### src/rtl/mdio_pkg.sv
// Shared types and constants for the Clause-22 MDIO responder.
package mdio_pkg;

  typedef enum logic [3:0] {
    IDLE,
    ST,
    OP,
    PHYAD,
    REGAD,
    TA,
    DATA_RD,
    DATA_WR,
    SKIP
  } state_t;

  localparam logic [1:0] OP_READ      = 2'b10;
  localparam logic [1:0] OP_WRITE     = 2'b01;
  localparam logic [4:0] REGAD_STATUS = 5'd1;

  localparam int PHYAD_W    = 5;
  localparam int DATA_W     = 16;
  // Bits left in a frame once PHYAD has been received: REGAD + TA + data.
  localparam int FRAME_TAIL = 23;

endpackage

### src/rtl/mdio_responder_if.sv
// MDIO line plus local write-report signals of the responder.
// Handshake: there is no valid/ready pair. wr_strobe is a one-cycle
// qualifier for wr_regad/wr_data (which then hold until the next write);
// frame_err is a one-cycle event; state is the live FSM state for debug.
interface mdio_responder_if;
  import mdio_pkg::*;

  logic        mdc;
  logic        mdio_in;
  logic        mdio_out;
  logic        mdio_oen;
  logic [4:0]  phy_addr;
  logic [15:0] status_in;
  logic        wr_strobe;
  logic [4:0]  wr_regad;
  logic [15:0] wr_data;
  logic        frame_err;
  state_t      state;

  modport slave (
    input  mdc, mdio_in, phy_addr, status_in,
    output mdio_out, mdio_oen, wr_strobe, wr_regad, wr_data, frame_err, state
  );

  modport master (
    output mdc, mdio_in, phy_addr, status_in,
    input  mdio_out, mdio_oen, wr_strobe, wr_regad, wr_data, frame_err, state
  );

endinterface

### src/rtl/mdio_sync_edge.sv
// Brings mdc and mdio_in into the clk_clk domain and flags mdc rising edges.
module mdio_sync_edge (
  input  logic clk,
  input  logic rst,
  input  logic mdc,
  input  logic mdio_in,
  output logic rise,
  output logic mdio_sync
);

  logic mdc_s1, mdc_s2, mdc_s3;
  logic mdio_s1, mdio_s2;

  // Two-flop synchronisers, plus one extra mdc stage for edge detection.
  always_ff @(posedge clk or posedge rst) begin
    if (rst) begin
      mdc_s1  <= 1'b0;
      mdc_s2  <= 1'b0;
      mdc_s3  <= 1'b0;
      mdio_s1 <= 1'b1;
      mdio_s2 <= 1'b1;
    end else begin
      mdc_s1  <= mdc;
      mdc_s2  <= mdc_s1;
      mdc_s3  <= mdc_s2;
      mdio_s1 <= mdio_in;
      mdio_s2 <= mdio_s1;
    end
  end

  assign rise      = mdc_s2 & ~mdc_s3;
  assign mdio_sync = mdio_s2;

endmodule

### src/rtl/mdio_responder.sv
// Clause-22 MDIO responder (PHY side) with a small 16-bit register file.
// Optional build macro MDIO_PREAMBLE_SUPPRESS_EN: accept a start after a
// single idle 1, and force bit 6 (preamble suppression) in REGAD 1 reads.
module mdio_responder
  import mdio_pkg::*;
#(
  parameter int          NUM_REGS      = 8,
  parameter int          PREAMBLE_BITS = 32,
  parameter logic [15:0] RESET_REG0    = 16'h1140
) (
  input logic        clk_clk,
  input logic        reset_reset,
  mdio_responder_if.slave bus
);

  localparam int PW = $clog2(PREAMBLE_BITS + 1);
  localparam logic [PW-1:0] PRE_MAX = PW'(PREAMBLE_BITS);
`ifdef MDIO_PREAMBLE_SUPPRESS_EN
  localparam logic [PW-1:0] PRE_REQ = PW'(1);
`else
  localparam logic [PW-1:0] PRE_REQ = PRE_MAX;
`endif

  logic rise;
  logic sbit;

  mdio_sync_edge u_sync (
    .clk       (clk_clk),
    .rst       (reset_reset),
    .mdc       (bus.mdc),
    .mdio_in   (bus.mdio_in),
    .rise      (rise),
    .mdio_sync (sbit)
  );

  state_t        state_q, state_d;
  logic [4:0]    cnt_q, cnt_d;
  logic [PW-1:0] pre_q, pre_d;
  logic [1:0]    op_q;
  logic [4:0]    phyad_q;
  logic [4:0]    regad_q;
  logic [15:0]   shift_q;
  logic          oen_q, oen_d;
  logic          out_q, out_d;
  logic          err_d, wr_done, load_rd, shift_rd;
  logic [15:0]   regs [NUM_REGS];
  logic [15:0]   rd_val;
  logic [1:0]    op_nx;
  logic [4:0]    phyad_nx;
  logic [4:0]    regad_nx;
  logic [15:0]   wr_val;

  assign op_nx    = {op_q[0], sbit};
  assign phyad_nx = {phyad_q[3:0], sbit};
  assign regad_nx = {regad_q[3:0], sbit};
  assign wr_val   = {shift_q[14:0], sbit};

  // Read source selected by the REGAD value completing this cycle.
  always_comb begin
    rd_val = '0;
    for (int i = 0; i < NUM_REGS; i++) begin
      if (regad_nx == i[4:0]) rd_val = regs[i];
    end
    if (regad_nx == REGAD_STATUS) begin
`ifdef MDIO_PREAMBLE_SUPPRESS_EN
      rd_val = bus.status_in | 16'h0040;
`else
      rd_val = bus.status_in;
`endif
    end
  end

  // FSM state register.
  always_ff @(posedge clk_clk or posedge reset_reset) begin
    if (reset_reset) state_q <= IDLE;
    else             state_q <= state_d;
  end

  // Next-state and per-bit control; everything advances only on an mdc rise.
  always_comb begin
    state_d  = state_q;
    cnt_d    = cnt_q;
    pre_d    = pre_q;
    oen_d    = oen_q;
    out_d    = out_q;
    err_d    = 1'b0;
    wr_done  = 1'b0;
    load_rd  = 1'b0;
    shift_rd = 1'b0;
    if (rise) begin
      case (state_q)
        IDLE: begin
          if (sbit) begin
            if (pre_q != PRE_MAX) pre_d = pre_q + 1'b1;
          end else begin
            pre_d = '0;
            if (pre_q >= PRE_REQ) state_d = ST;
          end
        end
        ST: begin
          if (sbit) begin
            state_d = OP;
            cnt_d   = '0;
          end else begin
            err_d   = 1'b1;
            state_d = IDLE;
          end
        end
        OP: begin
          if (cnt_q == 5'd0) begin
            cnt_d = 5'd1;
          end else begin
            cnt_d = '0;
            if (op_nx == OP_READ || op_nx == OP_WRITE) begin
              state_d = PHYAD;
            end else begin
              err_d   = 1'b1;
              state_d = IDLE;
            end
          end
        end
        PHYAD: begin
          if (cnt_q == 5'(PHYAD_W - 1)) begin
            cnt_d   = '0;
            state_d = (phyad_nx == bus.phy_addr) ? REGAD : SKIP;
          end else begin
            cnt_d = cnt_q + 5'd1;
          end
        end
        REGAD: begin
          if (cnt_q == 5'd4) begin
            cnt_d   = '0;
            state_d = TA;
            load_rd = (op_q == OP_READ);
          end else begin
            cnt_d = cnt_q + 5'd1;
          end
        end
        TA: begin
          if (op_q == OP_READ) begin
            // Master has just sampled TA bit 1: claim the line with a 0.
            oen_d   = 1'b0;
            out_d   = 1'b0;
            cnt_d   = '0;
            state_d = DATA_RD;
          end else if (cnt_q == 5'd1) begin
            cnt_d   = '0;
            state_d = DATA_WR;
          end else begin
            cnt_d = cnt_q + 5'd1;
          end
        end
        DATA_RD: begin
          if (cnt_q == 5'(DATA_W)) begin
            oen_d   = 1'b1;
            out_d   = 1'b1;
            state_d = IDLE;
          end else begin
            out_d    = shift_q[15];
            shift_rd = 1'b1;
            cnt_d    = cnt_q + 5'd1;
          end
        end
        DATA_WR: begin
          if (cnt_q == 5'(DATA_W - 1)) begin
            wr_done = 1'b1;
            state_d = IDLE;
          end else begin
            cnt_d = cnt_q + 5'd1;
          end
        end
        SKIP: begin
          if (cnt_q == 5'(FRAME_TAIL - 1)) state_d = IDLE;
          else                             cnt_d   = cnt_q + 5'd1;
        end
        default: state_d = IDLE;
      endcase
    end
  end

  // Datapath: counters, field shifters, line drive and write reporting.
  always_ff @(posedge clk_clk or posedge reset_reset) begin
    if (reset_reset) begin
      cnt_q         <= '0;
      pre_q         <= '0;
      op_q          <= '0;
      phyad_q       <= '0;
      regad_q       <= '0;
      shift_q       <= '0;
      oen_q         <= 1'b1;
      out_q         <= 1'b1;
      bus.wr_strobe <= 1'b0;
      bus.wr_regad  <= '0;
      bus.wr_data   <= '0;
      bus.frame_err <= 1'b0;
    end else begin
      cnt_q         <= cnt_d;
      pre_q         <= pre_d;
      oen_q         <= oen_d;
      out_q         <= out_d;
      bus.wr_strobe <= wr_done;
      bus.frame_err <= err_d;
      if (rise && state_q == OP)    op_q    <= op_nx;
      if (rise && state_q == PHYAD) phyad_q <= phyad_nx;
      if (rise && state_q == REGAD) regad_q <= regad_nx;
      if (load_rd)                        shift_q <= rd_val;
      else if (shift_rd)                  shift_q <= {shift_q[14:0], 1'b0};
      else if (rise && state_q == DATA_WR) shift_q <= wr_val;
      if (wr_done) begin
        bus.wr_regad <= regad_q;
        bus.wr_data  <= wr_val;
      end
    end
  end

  // Register file; REGAD 1 is the live status input and never stored.
  always_ff @(posedge clk_clk or posedge reset_reset) begin
    if (reset_reset) begin
      for (int i = 0; i < NUM_REGS; i++) regs[i] <= (i == 0) ? RESET_REG0 : 16'h0000;
    end else if (wr_done) begin
      for (int i = 0; i < NUM_REGS; i++) begin
        if (regad_q == i[4:0] && i != 1) regs[i] <= wr_val;
      end
    end
  end

  assign bus.mdio_out = out_q;
  assign bus.mdio_oen = oen_q;
  assign bus.state    = state_q;

endmodule

### src/flat_wrapper.sv
// flat-port wrapper written by rule: the top's interface ports become plain ports
module mdio_responder_flat import mdio_pkg::*;
#(
  parameter int          NUM_REGS      = 8,
  parameter int          PREAMBLE_BITS = 32,
  parameter logic [15:0] RESET_REG0    = 16'h1140
)
  (clk_clk, reset_reset, bus_mdc, bus_mdio_in, bus_phy_addr, bus_status_in, bus_mdio_out, bus_mdio_oen, bus_wr_strobe, bus_wr_regad, bus_wr_data, bus_frame_err, bus_state);
  mdio_responder_if bus_i ();
  input logic clk_clk;
  input logic reset_reset;
  input wire logic [$bits(bus_i.mdc)-1:0] bus_mdc;
  input wire logic [$bits(bus_i.mdio_in)-1:0] bus_mdio_in;
  input wire logic [$bits(bus_i.phy_addr)-1:0] bus_phy_addr;
  input wire logic [$bits(bus_i.status_in)-1:0] bus_status_in;
  output wire logic [$bits(bus_i.mdio_out)-1:0] bus_mdio_out;
  output wire logic [$bits(bus_i.mdio_oen)-1:0] bus_mdio_oen;
  output wire logic [$bits(bus_i.wr_strobe)-1:0] bus_wr_strobe;
  output wire logic [$bits(bus_i.wr_regad)-1:0] bus_wr_regad;
  output wire logic [$bits(bus_i.wr_data)-1:0] bus_wr_data;
  output wire logic [$bits(bus_i.frame_err)-1:0] bus_frame_err;
  output wire logic [$bits(bus_i.state)-1:0] bus_state;
  assign bus_i.mdc = bus_mdc;
  assign bus_i.mdio_in = bus_mdio_in;
  assign bus_i.phy_addr = bus_phy_addr;
  assign bus_i.status_in = bus_status_in;
  assign bus_mdio_out = bus_i.mdio_out;
  assign bus_mdio_oen = bus_i.mdio_oen;
  assign bus_wr_strobe = bus_i.wr_strobe;
  assign bus_wr_regad = bus_i.wr_regad;
  assign bus_wr_data = bus_i.wr_data;
  assign bus_frame_err = bus_i.frame_err;
  assign bus_state = bus_i.state;
  mdio_responder #(.NUM_REGS(NUM_REGS), .PREAMBLE_BITS(PREAMBLE_BITS), .RESET_REG0(RESET_REG0)) u_core (.clk_clk(clk_clk), .reset_reset(reset_reset), .bus(bus_i));
endmodule
### config.mk
export PLATFORM = sky130hd
export DESIGN_NAME = mdio_responder_flat
export DESIGN_NICKNAME = d
export VERILOG_FILES = /design/src/rtl/mdio_pkg.sv /design/src/rtl/mdio_responder_if.sv /design/src/rtl/mdio_sync_edge.sv /design/src/rtl/mdio_responder.sv /design/src/flat_wrapper.sv
export SDC_FILE = /design/constraint.sdc
export NUM_CORES = 1
export LEC_CHECK = 0
export ABC_AREA = 1
export CAP_MARGIN = 5
export CORE_MARGIN = 2
export CORE_UTILIZATION = 50
export DETAILED_ROUTE_END_ITERATION = 12
export PLACE_DENSITY = 0.69
export SYNTH_ARGS = -nofsm -noshare
export SYNTH_HDL_FRONTEND = slang
export SYNTH_SLANG_ARGS = --single-unit
export TNS_END_PERCENT = 20
### constraint.sdc
create_clock -name clk_clk -period 6.4 [get_ports clk_clk]
set_input_delay 0.64 -clock clk_clk [delete_from_list [all_inputs] [get_ports clk_clk]]
set_output_delay 0.64 -clock clk_clk [all_outputs]
set_load 0.02 [all_outputs]
# Yosys cells after proc, flatten, opt, wreduce, memory -nomap -nowiden
# Index checks and enable logic that the tools add are counted.
dict set report totals {
  word_cells 156
  inputBits 25
  regBits 184
  out_inout_bits 29
}
dict set report op_classes {
  eq_ne 46
  order_cmp 1
  bitwise_logic 2
  mux 55
  reduce_logical 25
  add_sub_neg 2
}
# op count
set ops {}
lappend ops {{$mux W16} 11}
lappend ops {{$eq A5 B3 Y1 const B} 9}
lappend ops {{$mux W4} 11}
lappend ops {{$pmux W4 S9} 1}
lappend ops {{$mux W5} 7}
lappend ops {{$pmux W5 S7} 1}
lappend ops {{$eq A5 B2 Y1 const B} 4}
lappend ops {{$mux W1} 17}
lappend ops {{$eq A4 B3 Y1 const B} 4}
lappend ops {{$ne A2 B1 Y1 const B} 8}
lappend ops {{$logic_not A5 Y1} 3}
lappend ops {{$reduce_and A2 Y1} 7}
lappend ops {{$mux W6} 2}
lappend ops {{$ne A2 B2 Y1 const B} 6}
lappend ops {{$eq A5 B1 Y1 const B} 2}
lappend ops {{$eq A5 B5 Y1 const B} 2}
lappend ops {{$reduce_and A10 Y1} 1}
lappend ops {{$eq A4 B2 Y1 const B} 2}
lappend ops {{$reduce_bool A7 Y1} 1}
lappend ops {{$add A6 B1 Y6 const B} 1}
lappend ops {{$ge A6 B6 Y1 const B} 1}
lappend ops {{$ne A6 B6 Y1 const B} 1}
lappend ops {{$pmux W1 S2} 3}
lappend ops {{$reduce_and A3 Y1} 2}
lappend ops {{19 further kinds} 24}

# Longest topological paths before layout
# Gate-level depths: netlist of the first run.
dict set report depth {
  depth_word 10
  ltp_mapped 12
}

# Modules after synthesis
# Synthesis of the first run repeated with hierarchy kept, for this count alone.
dict set report hier_totals {
  cells_unflattened 1010
  area_unflattened_um2 8458.1
}
# module instances seq_area_each_um2 cells_each area_per_inst_um2
set modules_own_cells {}
lappend modules_own_cells {mdio_responder 1 4485.6 1002 8316.7}
lappend modules_own_cells {mdio_sync_edge 1 127.6 8 141.4}

# Worst setup path before layout of the first run
# No wires, ideal clock.
dict set report synth_timing {
  path_type {register to register}
  startpoint {reg u_core.cnt_q[0]}
  endpoint {reg u_core.shift_q[5]}
  t_arrival_ns 1.638
  setup_slack_ns 4.643
  path_stages_with_launch 13
  cell_sequence {dfrtp_1 > inv_1 > ha_1 > nand2_1 > nor2_1 > nor2_1 > nand2_1 > nand2_4 > nor2_8 > inv_6 > buf_6 > nor2_1 > a21oi_2}
}
dict set report synth_via {
  elab_chain_cells 6
  word_cells_on_any_way 11
  cone_classes {eq/ne: 2; mux: 8; reduce/logical: 1}
}
# item line_no
set synth_lines {}
lappend synth_lines {{start: declaration} mdio_responder.sv:37} ;# logic [4:0] cnt_q, cnt_d;
lappend synth_lines {{start signal: assignment} mdio_responder.sv:197} ;# cnt_q <= cnt_d;
lappend synth_lines {{$eq A5 B5 Y1} mdio_responder.sv:154} ;# if (cnt_q == 5'(DATA_W)) begin
lappend synth_lines {{$mux W1} mdio_responder.sv:154}
lappend synth_lines {{$mux W1} mdio_responder.sv:91} ;# case (state_q)
lappend synth_lines {{$mux W1} mdio_responder.sv:90} ;# if (rise) begin
lappend synth_lines {{$mux W16} mdio_responder.sv:207} ;# else if (shift_rd) shift_q <= {shift_q[14:0], 1'b0};
lappend synth_lines {{$mux W16} mdio_responder.sv:206} ;# if (load_rd) shift_q <= rd_val;
lappend synth_lines {{end signal: assignment} mdio_responder.sv:206}
lappend synth_lines {{end signal: assignment} mdio_responder.sv:207}
lappend synth_lines {{end signal: assignment} mdio_responder.sv:208} ;# else if (rise && state_q == DATA_WR) shift_q <= wr_val;
lappend synth_lines {{end: declaration} mdio_responder.sv:42} ;# logic [15:0] shift_q;
# Several ways; a longest one is shown, not always the timed one.
# A chain may end at the register's enable or synchronous reset.

# Final worst setup path of the first run
dict set report layout_timing {
  startpoint {reg u_core.regad_q[2]}
  endpoint {reg u_core.shift_q[0]}
}
dict set report layout_via {
  elab_chain_cells 10
  word_cells_on_any_way 17
  cone_classes {eq/ne: 7; mux: 9; reduce/logical: 1}
}
# item line_no
set layout_lines {}
lappend layout_lines {{start: declaration} mdio_responder.sv:41} ;# logic [4:0] regad_q;
lappend layout_lines {{start signal: assignment} mdio_responder.sv:205} ;# if (rise && state_q == REGAD) regad_q <= regad_nx;
lappend layout_lines {{$logic_not A5 Y1} mdio_responder.sv:62} ;# if (regad_nx == i[4:0]) rd_val = regs[i];
lappend layout_lines {{$mux W16 (7 in a row)} mdio_responder.sv:62}
lappend layout_lines {{$mux W16 *} mdio_responder.sv:64} ;# if (regad_nx == REGAD_STATUS) begin
lappend layout_lines {{$mux W16 *} mdio_responder.sv:206}
# Mark *: on every way between the ends. The rest lies on a longest branch, timed or not.

==> results.cfg, run 1 <==
[run_status]
status = completed

[setup_path]
endpoint_kind = register
r2r-start = u_core.regad_q[2]
crit_fanout = 52
path_class = reg -> reg
timing.rr.end = u_core.shift_q[0]
reg2reg_slack_ns = 3.17
arrival_ns = 3.58
critPathRequiredTime_ns = 6.75
worst_setup_path_start_kind = register
worst_r2r_path_depth = 7

[clocking]
cts_tree = built
postCtsSetupRepairBufs = 0
clock_sinks = 184
numCtsBuffers = 17
root_buffer = clkbuf_16
cts-htree-levels = 4
clk_pin_slew_ns = 0.07
clockBufferDepth = 2
holdBufCountCts = 0
ctsResizeCount = 0
clk_latency_ns = 0.44

[timing]
slew_headroom_pct = 16.3
final_max_slew_viol_count = 0
rsz0062_at_grt = no
finalCritPeriodShare_pct = 50.5
max_freq_mhz = 310
tightest_slew_ns = 1.25
fin_skew_ns = 0.00667
fin_setup_tns_ns = 0
finalCriticalPeriod_ns = 3.23
hold_viol = 0
finalSetupViolCount = 0

[min_path]
min_path_cells = 0
holdPathEnd = u_core.u_sync.mdc_s2
hp-class = reg -> reg
hold_start = u_core.u_sync.mdc_s1

[synth]
ys_ff_latch = 184
yosys_warnings = 16
synth_cell_types = 42
synth_area_sq_mm = 0.00866
synthesis.instances = 1049
syn_area_per_cell_sq_um = 8.26
synth_nets = 1081
seq_area_frac_synth_pct = 53.3

[pwr]
power_leakage_uw = 0.00448
worst_ir_drop_vdd_mv = 0.245
powerDensity_mw_per_mm2 = 320

[run]
maxCapViolations = 0

[placement]
place_congestion = 0.868
place.port_buffers = 53
dp_hpwl_um = 13700

[routing]
vias = 7165
viasPerCell = 5.46
firstDrtPassIters = 5
wl_um = 21200
drc = 0
drtIter0Drc = 577
avgRoutedWirePerCell_um = 16.2
antenna_left = 0

[global_route]
grt_pass1_wl_um = 35700
grt_pass1_vias = 6758
overflow = 0
grt_use_total_pct = 25.0
grt_max_degree = 87
grt_antenna_before_repair = 0

[final_layout]
antenna_cells = 0
mostFrequentLayoutCells = nand2_1 (254), dfrtp_1 (177), o21ai_0 (151)
area.growth.synth_to_final_pct = 14.6
drive_gt1_share_pct = 6.71
fin_util_pct = 58.0
final_common_cell = nand2_1
final_net_count = 1107

[floorplanning]
die_area_sq_mm = 0.0184
start_util_pct = 50.6
rows = 48
die-height_um = 136
die-width_um = 136
core-area_sq_mm = 0.0171
pin_count = 54
worst max-delay path by stage:
| stage | start | slack [ns] | endpoint |
|---|---|---|---|
| after floorplan | reset_reset | 0.77 | u_core.bus.frame_err |
| after global placement | u_core.regad_q[2] | 3.45 | u_core.shift_q[1] |
| after detailed placement | u_core.regad_q[2] | 3.33 | u_core.shift_q[2] |
| after CTS | u_core.regad_q[2] | 3.24 | u_core.shift_q[0] |
| after global routing | u_core.regad_q[2] | 2.89 | u_core.shift_q[2] |
| final | u_core.regad_q[2] | 3.17 | u_core.shift_q[0] |
registers in the layout, indices dropped and copies added, names as in the netlist:
| register | flops |
|---|---|
| u_core.regs | 112 |
| u_core.shift_q | 16 |
| u_core.bus.wr_data | 16 |
| u_core.bus.wr_regad | 5 |
| u_core.u_sync.mdio_sync | 1 |
| u_core.cnt_q | 5 |
| u_core.phyad_q | 4 |
| u_core.bus.wr_strobe | 1 |
| u_core.u_sync.mdc_s2 | 1 |
| u_core.u_sync.mdio_s1 | 1 |
| u_core.bus.mdio_oen | 1 |
| u_core.regad_q | 5 |
| u_core.op_q | 2 |
| u_core.bus.state | 4 |
| u_core.u_sync.mdc_s1 | 1 |
| u_core.bus.frame_err | 1 |
| u_core.bus.mdio_out | 1 |
| u_core.pre_q | 6 |
| u_core.u_sync.mdc_s3 | 1 |
power breakdown:
group / total [uW] / leakage (uW) / internal (uW) / switching [uW]
clock network: 1120 / 0.000301 / 657 / 467
registers: 1310 / 0.00244 / 1230 / 81.8
logic: 742 / 0.00173 / 213 / 529
total: 3180 / 0.00448 / 2100 / 1080
per-layer routing:
layer | track usage [%] | share of wire, % | vias to the layer above
met1 | 33.6 | 45 | 3399
met5 | 0 | 0 | -
met3 | 5.01 | 4.2 | 36
li1 | - | - | 3550
met4 | 8.28 | 2.5 | 0
met2 | 40.7 | 49 | 180
metrics by stage:
| stage | cell area (sq um) | hold slack [ns] | setup WS [ns] | std cells | total power, uW |
|---|---|---|---|---|---|
| 6_report | 9930 | 0.352 | 3.17 | 1313 | 3180 |
| 5_1_grt | 9930 | 0.365 | 2.89 | 1313 | 3350 |
| 4_1_cts | 9930 | 0.356 | 3.24 | 1313 | 3190 |
| 3_5_place_dp | 9300 | 0.340 | 3.33 | 1281 | 2060 |
| 3_3_place_gp | 9300 | 0.336 | 3.45 | 1281 | 2050 |
| 2_1_floorplan | 8660 | 0.331 | 0.771 | 1049 | 1860 |
critical path, cell delays in order (launching register included):
cell,delay [ns]
dfrtp_1,0.44
nor2_4,0.91
nand2_1,0.29
nor3_2,1.01
nand2_1,0.10
nand4_1,0.15
nand2_1,0.06
a21oi_1,0.17
logic make-up (layout without fill, tap and decap cells):
family	count (synthesis)	in the layout	share of synthesized area, %
xor gates and xnor gates	8	8	0.809
adders and majority gates	7	7	1.01
and+or+nand+nor	513	513	26.3
muxes	2	2	0.260
buffers and inverters	126	165	5.81
AOI/OAI and AO/OA	209	209	12.6
DFF	184	184	53.3
synthesized netlist by cell type, drive strengths merged:
master,n,area (sq um)
a21oi,41,216
buf,15,78.8
clkbuf,36,135
dfrtp,177,4430
dfstp,7,184
ha,7,87.6
inv,75,289
mux2,2,22.5
nand2,256,971
nand3,37,203
nand4,72,450
nor2,128,524
nor3,15,96.4
nor3b,2,15.0
nor4,1,6.26
o211a,1,10.0
o211ai,3,22.5
o21a,3,22.5
o21ai,157,786
o221ai,1,8.76
o22ai,1,6.26
o31ai,2,15.0
or2,2,12.5
xnor2,4,35.0
xor2,4,35.0
layout make-up:
class	count	area (sq um)
Clock buffer	18	429
Clock inverter	14	194
Fill cell	1608	7190
Inverter	75	294
Multi-Input combinational cell	739	3550
Sequential cell	184	4610
Tap cell	225	282
Timing Repair Buffer	58	568
(Power assumes the default switching activity.)
==> run 2, diff against run 1 <==
==> constraint.sdc (replaced) <==
create_clock -name clk_clk -period 3.2 [get_ports clk_clk]
set_input_delay 0.32 -clock clk_clk [delete_from_list [all_inputs] [get_ports clk_clk]]
set_output_delay 0.32 -clock clk_clk [all_outputs]
set_load 0.02 [all_outputs]
==> run 2 against run 1 <==
  * Count of clock-buffer cells in the layout rose by 2
  * Wire length down 0.44%
  * Maximum frequency rose by 26%
  * Register-to-register slack got worse by 2.5 ns
  * Largest power group unchanged
  * Global-route usage is 0.58 points lower
  * Via count is 0.94% higher
  * Clock skew rose by 0.0028 ns
  * Core utilization up 0.17 points
  * Non-clock buffer count rose by 11
  * Highest routed layer unchanged
  * Critical path depth grew 1
  * Hold slack lost 0.13 ns
==> results.cfg, run 2 (same netlist as run 1, synthesis figures left out) <==
[run_status]
status = completed

[final_layout]
drive_gt1_share_pct = 7.47
reg_top3 = u_core.regs x112, u_core.bus.wr_data x16, u_core.shift_q x16
regMostFlops = u_core.regs
final-instance-count-excl-fill = 1323
mostFrequentLayoutCells = nand2_1 (254), dfrtp_1 (177), o21ai_0 (151)
area.growth.synth_to_final_pct = 14.9
nFillCells = 1569
largest_reg_flops = 112
multi_input_area_sq_mm = 0.00355
final_net_count = 1118
final_common_cell = nand2_1
seq_area_sq_mm = 0.00461
antenna_cells = 0

[timing]
tightest_slew_ns = 0.975
finalCritPeriodShare_pct = 80.2
fin_setup_tns_ns = 0
fin_skew_ns = 0.00944
hold_viol = 0
max_freq_mhz = 389
rsz0062_at_grt = no
final_max_slew_viol_count = 0
slew_headroom_pct = 34.8
finalSetupViolCount = 0
finalCriticalPeriod_ns = 2.57

[global_route]
grt_pass1_vias = 6975
grt_max_degree = 104
grt_use_total_pct = 24.4
grt_antenna_before_repair = 0
overflow = 0
grt_pass1_wl_um = 35100

[routing]
viasPerCell = 5.47
vias = 7232
drc = 0
antenna_left = 0
wl_um = 21100
avgRoutedWirePerCell_um = 16.0
drtIter0Drc = 595
firstDrtPassIters = 5

[floorplanning]
die-width_um = 136
die-height_um = 136
core-area_sq_mm = 0.0171
die_area_sq_mm = 0.0184
pin_count = 54
rows = 48
start_util_pct = 50.6

[setup_path]
slowest_stage = nand2_1
critPathRequiredTime_ns = 3.51
endpoint_kind = register
path_class = reg -> reg
worst_setup_path_start_kind = register
path_cells = ha_1 > nand2_1 > nor2_1 > ha_1 > nand2_1 > nor2_2 > nand2_1 > o21ai_0
arrival_ns = 2.88
crit_fanout = 32
path_common_cell = nand2_1
max_stage_delay_ns = 0.63

[pwr]
comb_power_share_pct = 25.3
power_leakage_uw = 0.00449
p_int_uw = 4010
worst_ir_drop_vdd_mv = 0.434
power.share.clock_pct = 32.4
power.switching_uw = 2180
powerDensity_mw_per_mm2 = 622
swShare_pct = 35.2
power.total_uw = 6190
seq_power_share_pct = 42.3

[clocking]
numCtsBuffers = 17
cts_tree = built
postCtsSetupRepairBufs = 0
ctsResizeCount = 0
clk_pin_slew_ns = 0.07
clock_sinks = 184
clk_latency_ns = 0.44
cts-htree-levels = 4
clockBufferDepth = 2
root_buffer = clkbuf_16
holdBufCountCts = 0

[placement]
place.port_buffers = 53
dp_cells = 1292
dp_hpwl_um = 14000
place_congestion = 0.876

[run]
maxCapViolations = 0

[min_path]
hp-class = in -> async
[run 2: cell count changes in the layout (fill, tap and decap cells not counted), sizes merged]
cell	change
clkinv	+1
buf	+11
bufinv	-3
inv	-3
clkbuf	+2
clkinvlp	+2
[run 2: layout make-up]
cell class	instances	area share, %
clock inverters	11	0.993
flip-flops and latches	184	46.3
multi-input cells	739	35.6
clock buffers	20	4.49
well taps	225	2.83
repair buffers	69	6.79
inverters	75	2.94
[run 2: power groups by stage]
stage                     logic, uW  registers (uW)  clock network [uW]
final                          1570            2620                2000
after global routing           1740            2640                2120
after CTS                      1560            2620                2020
after detailed placement       1550            2660                   0
after global placement         1540            2660                   0
after floorplan                1080            2650                   0
[run 2: final timing paths]
check	startpoint	to	slack, ns	depth (start not counted)
max in group asynchronous	reset_reset	u_core.bus.mdio_out	2.12	3
min reg2reg	u_core.u_sync.mdio_s1	u_core.u_sync.mdio_sync	0.36	0
max reg2reg	u_core.cnt_q[0]	u_core.regs[11]	0.63	8
min in group clk_clk	bus_mdio_in	u_core.u_sync.mdio_s1	0.31	1
min	reset_reset	u_core.regs[119]	0.22	2
max	u_core.cnt_q[0]	u_core.regs[11]	0.63	8
[run 2: worst max-delay path: cells and delay by family, from the launching register on]
kind                     cells  cell delay [ns]
adder cells (fa/ha/maj)      2             0.40
AND/OR/NAND/NOR              5             1.14
flip-flops                   1             0.43
AO/OA/AOI/OAI                1             0.46
[run 2: per-stage QoR]
step | worst slack [ns] | utilization (%) | area (sq um) | hold WS, ns
after global routing | 0.339 | 58.2 | 9950 | 0.244
after CTS | 0.643 | 58.2 | 9950 | 0.230
after floorplan | 0.521 | - | 8670 | 0.324
final | 0.632 | 58.2 | 9950 | 0.221
after detailed placement | 0.666 | 55.0 | 9410 | 0.342
after global placement | 0.775 | 55.0 | 9410 | 0.337
[run 2: routing by layer]
layer	vias to the layer above	GRT usage [%]	wire length [um]
met3	50	4.90	814
met4	0	9.43	586
met1	3444	31.6	9260
li1	3562	-	-
met5	-	0	0
met2	176	40.5	10500
==> run 3, diff against run 2 <==
==> constraint.sdc (replaced) <==
create_clock -name clk_clk -period 2.4 [get_ports clk_clk]
set_input_delay 0.24 -clock clk_clk [delete_from_list [all_inputs] [get_ports clk_clk]]
set_output_delay 0.24 -clock clk_clk [all_outputs]
set_load 0.02 [all_outputs]
==> run 3 against run 2 <==
  * Hold slack gained 0.0019 ns
  * Core utilization grew 0.64 points
  * Clock power grew 34%
  * Critical path type unchanged
  * Critical endpoint is now u_core.shift_q[0]
  * Maximum frequency grew 20%
  * Global-route usage grew 1.3 points
==> results.cfg, run 3 (same netlist as run 1, synthesis figures left out) <==
[setup_path]
timing.rr.end = u_core.shift_q[0]
crit_fanout = 15
arrival_ns = 2.49
worst_setup_path_start_kind = register
r2r-start = u_core.cnt_q[0]
path_class = reg -> reg
critPathRequiredTime_ns = 2.75
endpoint_kind = register
reg2reg_slack_ns = 0.26
worst_r2r_path_depth = 9

[min_path]
min_path_cells = 1
hp-class = in -> reg
hold_start = bus_mdio_in
holdPathEnd = u_core.u_sync.mdio_s1

[final_layout]
final_common_cell = nand2_1
area.growth.synth_to_final_pct = 16.2
largest_reg_flops = 112
drive_gt1_share_pct = 8.56
nFillCells = 1586
fin_util_pct = 58.8
regMostFlops = u_core.regs
final_area_sq_mm = 0.0101
reg_top3 = u_core.regs x112, u_core.bus.wr_data x16, u_core.shift_q x16
mostFrequentLayoutCells = nand2_1 (254), dfrtp_1 (177), o21ai_0 (151)
antenna_cells = 0
final_net_count = 1129

[clocking]
clock_sinks = 184
postCtsSetupRepairBufs = 0
clk_latency_ns = 0.43
holdBufCountCts = 0
cts-htree-levels = 4
cts_tree = built
clockBufferDepth = 2
ctsResizeCount = 0
root_buffer = clkbuf_16
clk_pin_slew_ns = 0.07
numCtsBuffers = 17

[placement]
place_area_sq_mm = 0.00950
dp_hpwl_um = 15100
place_congestion = 0.872
place.port_buffers = 53

[routing]
wl_um = 22300
viasPerCell = 5.55
vias = 7405
antenna_left = 0
firstDrtPassIters = 5
avgRoutedWirePerCell_um = 16.7
drtIter0Drc = 676
drc = 0

[timing]
tightest_slew_ns = 0.751
fin_skew_ns = 0.0113
finalCritPeriodShare_pct = 89.1
hold_viol = 0
final_max_slew_viol_count = 0
slew_headroom_pct = 49.9
max_freq_mhz = 467
rsz0062_at_grt = no
finalSetupViolCount = 0
finalCriticalPeriod_ns = 2.14

[global_route]
grt_pass1_wl_um = 36700
grt_use_total_pct = 25.7
grt_pass1_vias = 7121
grt_antenna_before_repair = 0
grt_max_degree = 91
overflow = 0

[run_status]
status = completed

[floorplanning]
die_area_sq_mm = 0.0184
die-width_um = 136
die-height_um = 136
pin_count = 54
core-area_sq_mm = 0.0171
rows = 48
start_util_pct = 50.6

[pwr]
power_leakage_uw = 0.00454
powerDensity_mw_per_mm2 = 825
worst_ir_drop_vdd_mv = 0.603

[run]
maxCapViolations = 0
==> run 3: how the worst max path moves through the flow <==
stage | start | endpoint | slack [ns] | cells past startpoint
floorplan | reset_reset | u_core.bus.frame_err | -0.20 | 1
global placement | u_core.cnt_q[0] | u_core.bus.wr_data[14] | 0.28 | 9
detailed placement | u_core.cnt_q[0] | u_core.bus.wr_data[2] | 0.26 | 9
CTS | u_core.cnt_q[0] | u_core.bus.wr_data[2] | 0.23 | 8
global route | u_core.cnt_q[0] | u_core.shift_q[0] | 0.04 | 9
finish | u_core.cnt_q[0] | u_core.shift_q[0] | 0.26 | 9
==> run 3: metrics by stage <==
step	instances	worst slack, ns	hold slack [ns]	total power [uW]	TNS [ns]
2_1_floorplan	1049	-0.199	0.244	4970	-35.19
3_3_place_gp	1303	0.280	0.336	5650	0
3_5_place_dp	1303	0.258	0.350	5660	0
4_1_cts	1335	0.227	0.212	8350	0
5_1_grt	1335	0.0392	0.216	8770	0
6_report	1335	0.260	0.223	8310	0
==> run 3: cell type report <==
class | instances | area, sq um | share of cell area (%)
flip-flops and latches | 184 | 4610 | 45.8
multi-input cells | 739 | 3550 | 35.3
repair buffers | 80 | 771 | 7.66
well taps | 225 | 282 | 2.80
clock buffers | 19 | 433 | 4.30
clock inverters | 13 | 125 | 1.24
inverters | 75 | 293 | 2.91
==> run 3: critical path, cell delays in order, from the launching register on <==
cell and delay (ns):
dfrtp_1 0.44, inv_1 0.15, ha_1 0.21, nand3_1 0.14, inv_1 0.19, nand3_4 0.25
buf_4 0.28, nor2_1 0.18, nand2_1 0.09, a21oi_1 0.12
==> run 3: per-layer routing <==
layer | global-route usage [%] | up-vias | routed length (um)
met1 | 32.6 | 3538 | 9230
li1 | - | 3590 | -
met3 | 5.01 | 54 | 1050
met5 | 0 | - | 0
met2 | 43.4 | 223 | 11300
met4 | 10.2 | 0 | 697
==> run 3: power by group <==
part           internal [uW]  switching (uW)
Sequential              3280             213
Clock                   1440            1240
Combinational            682            1450
Total                   5400            2900
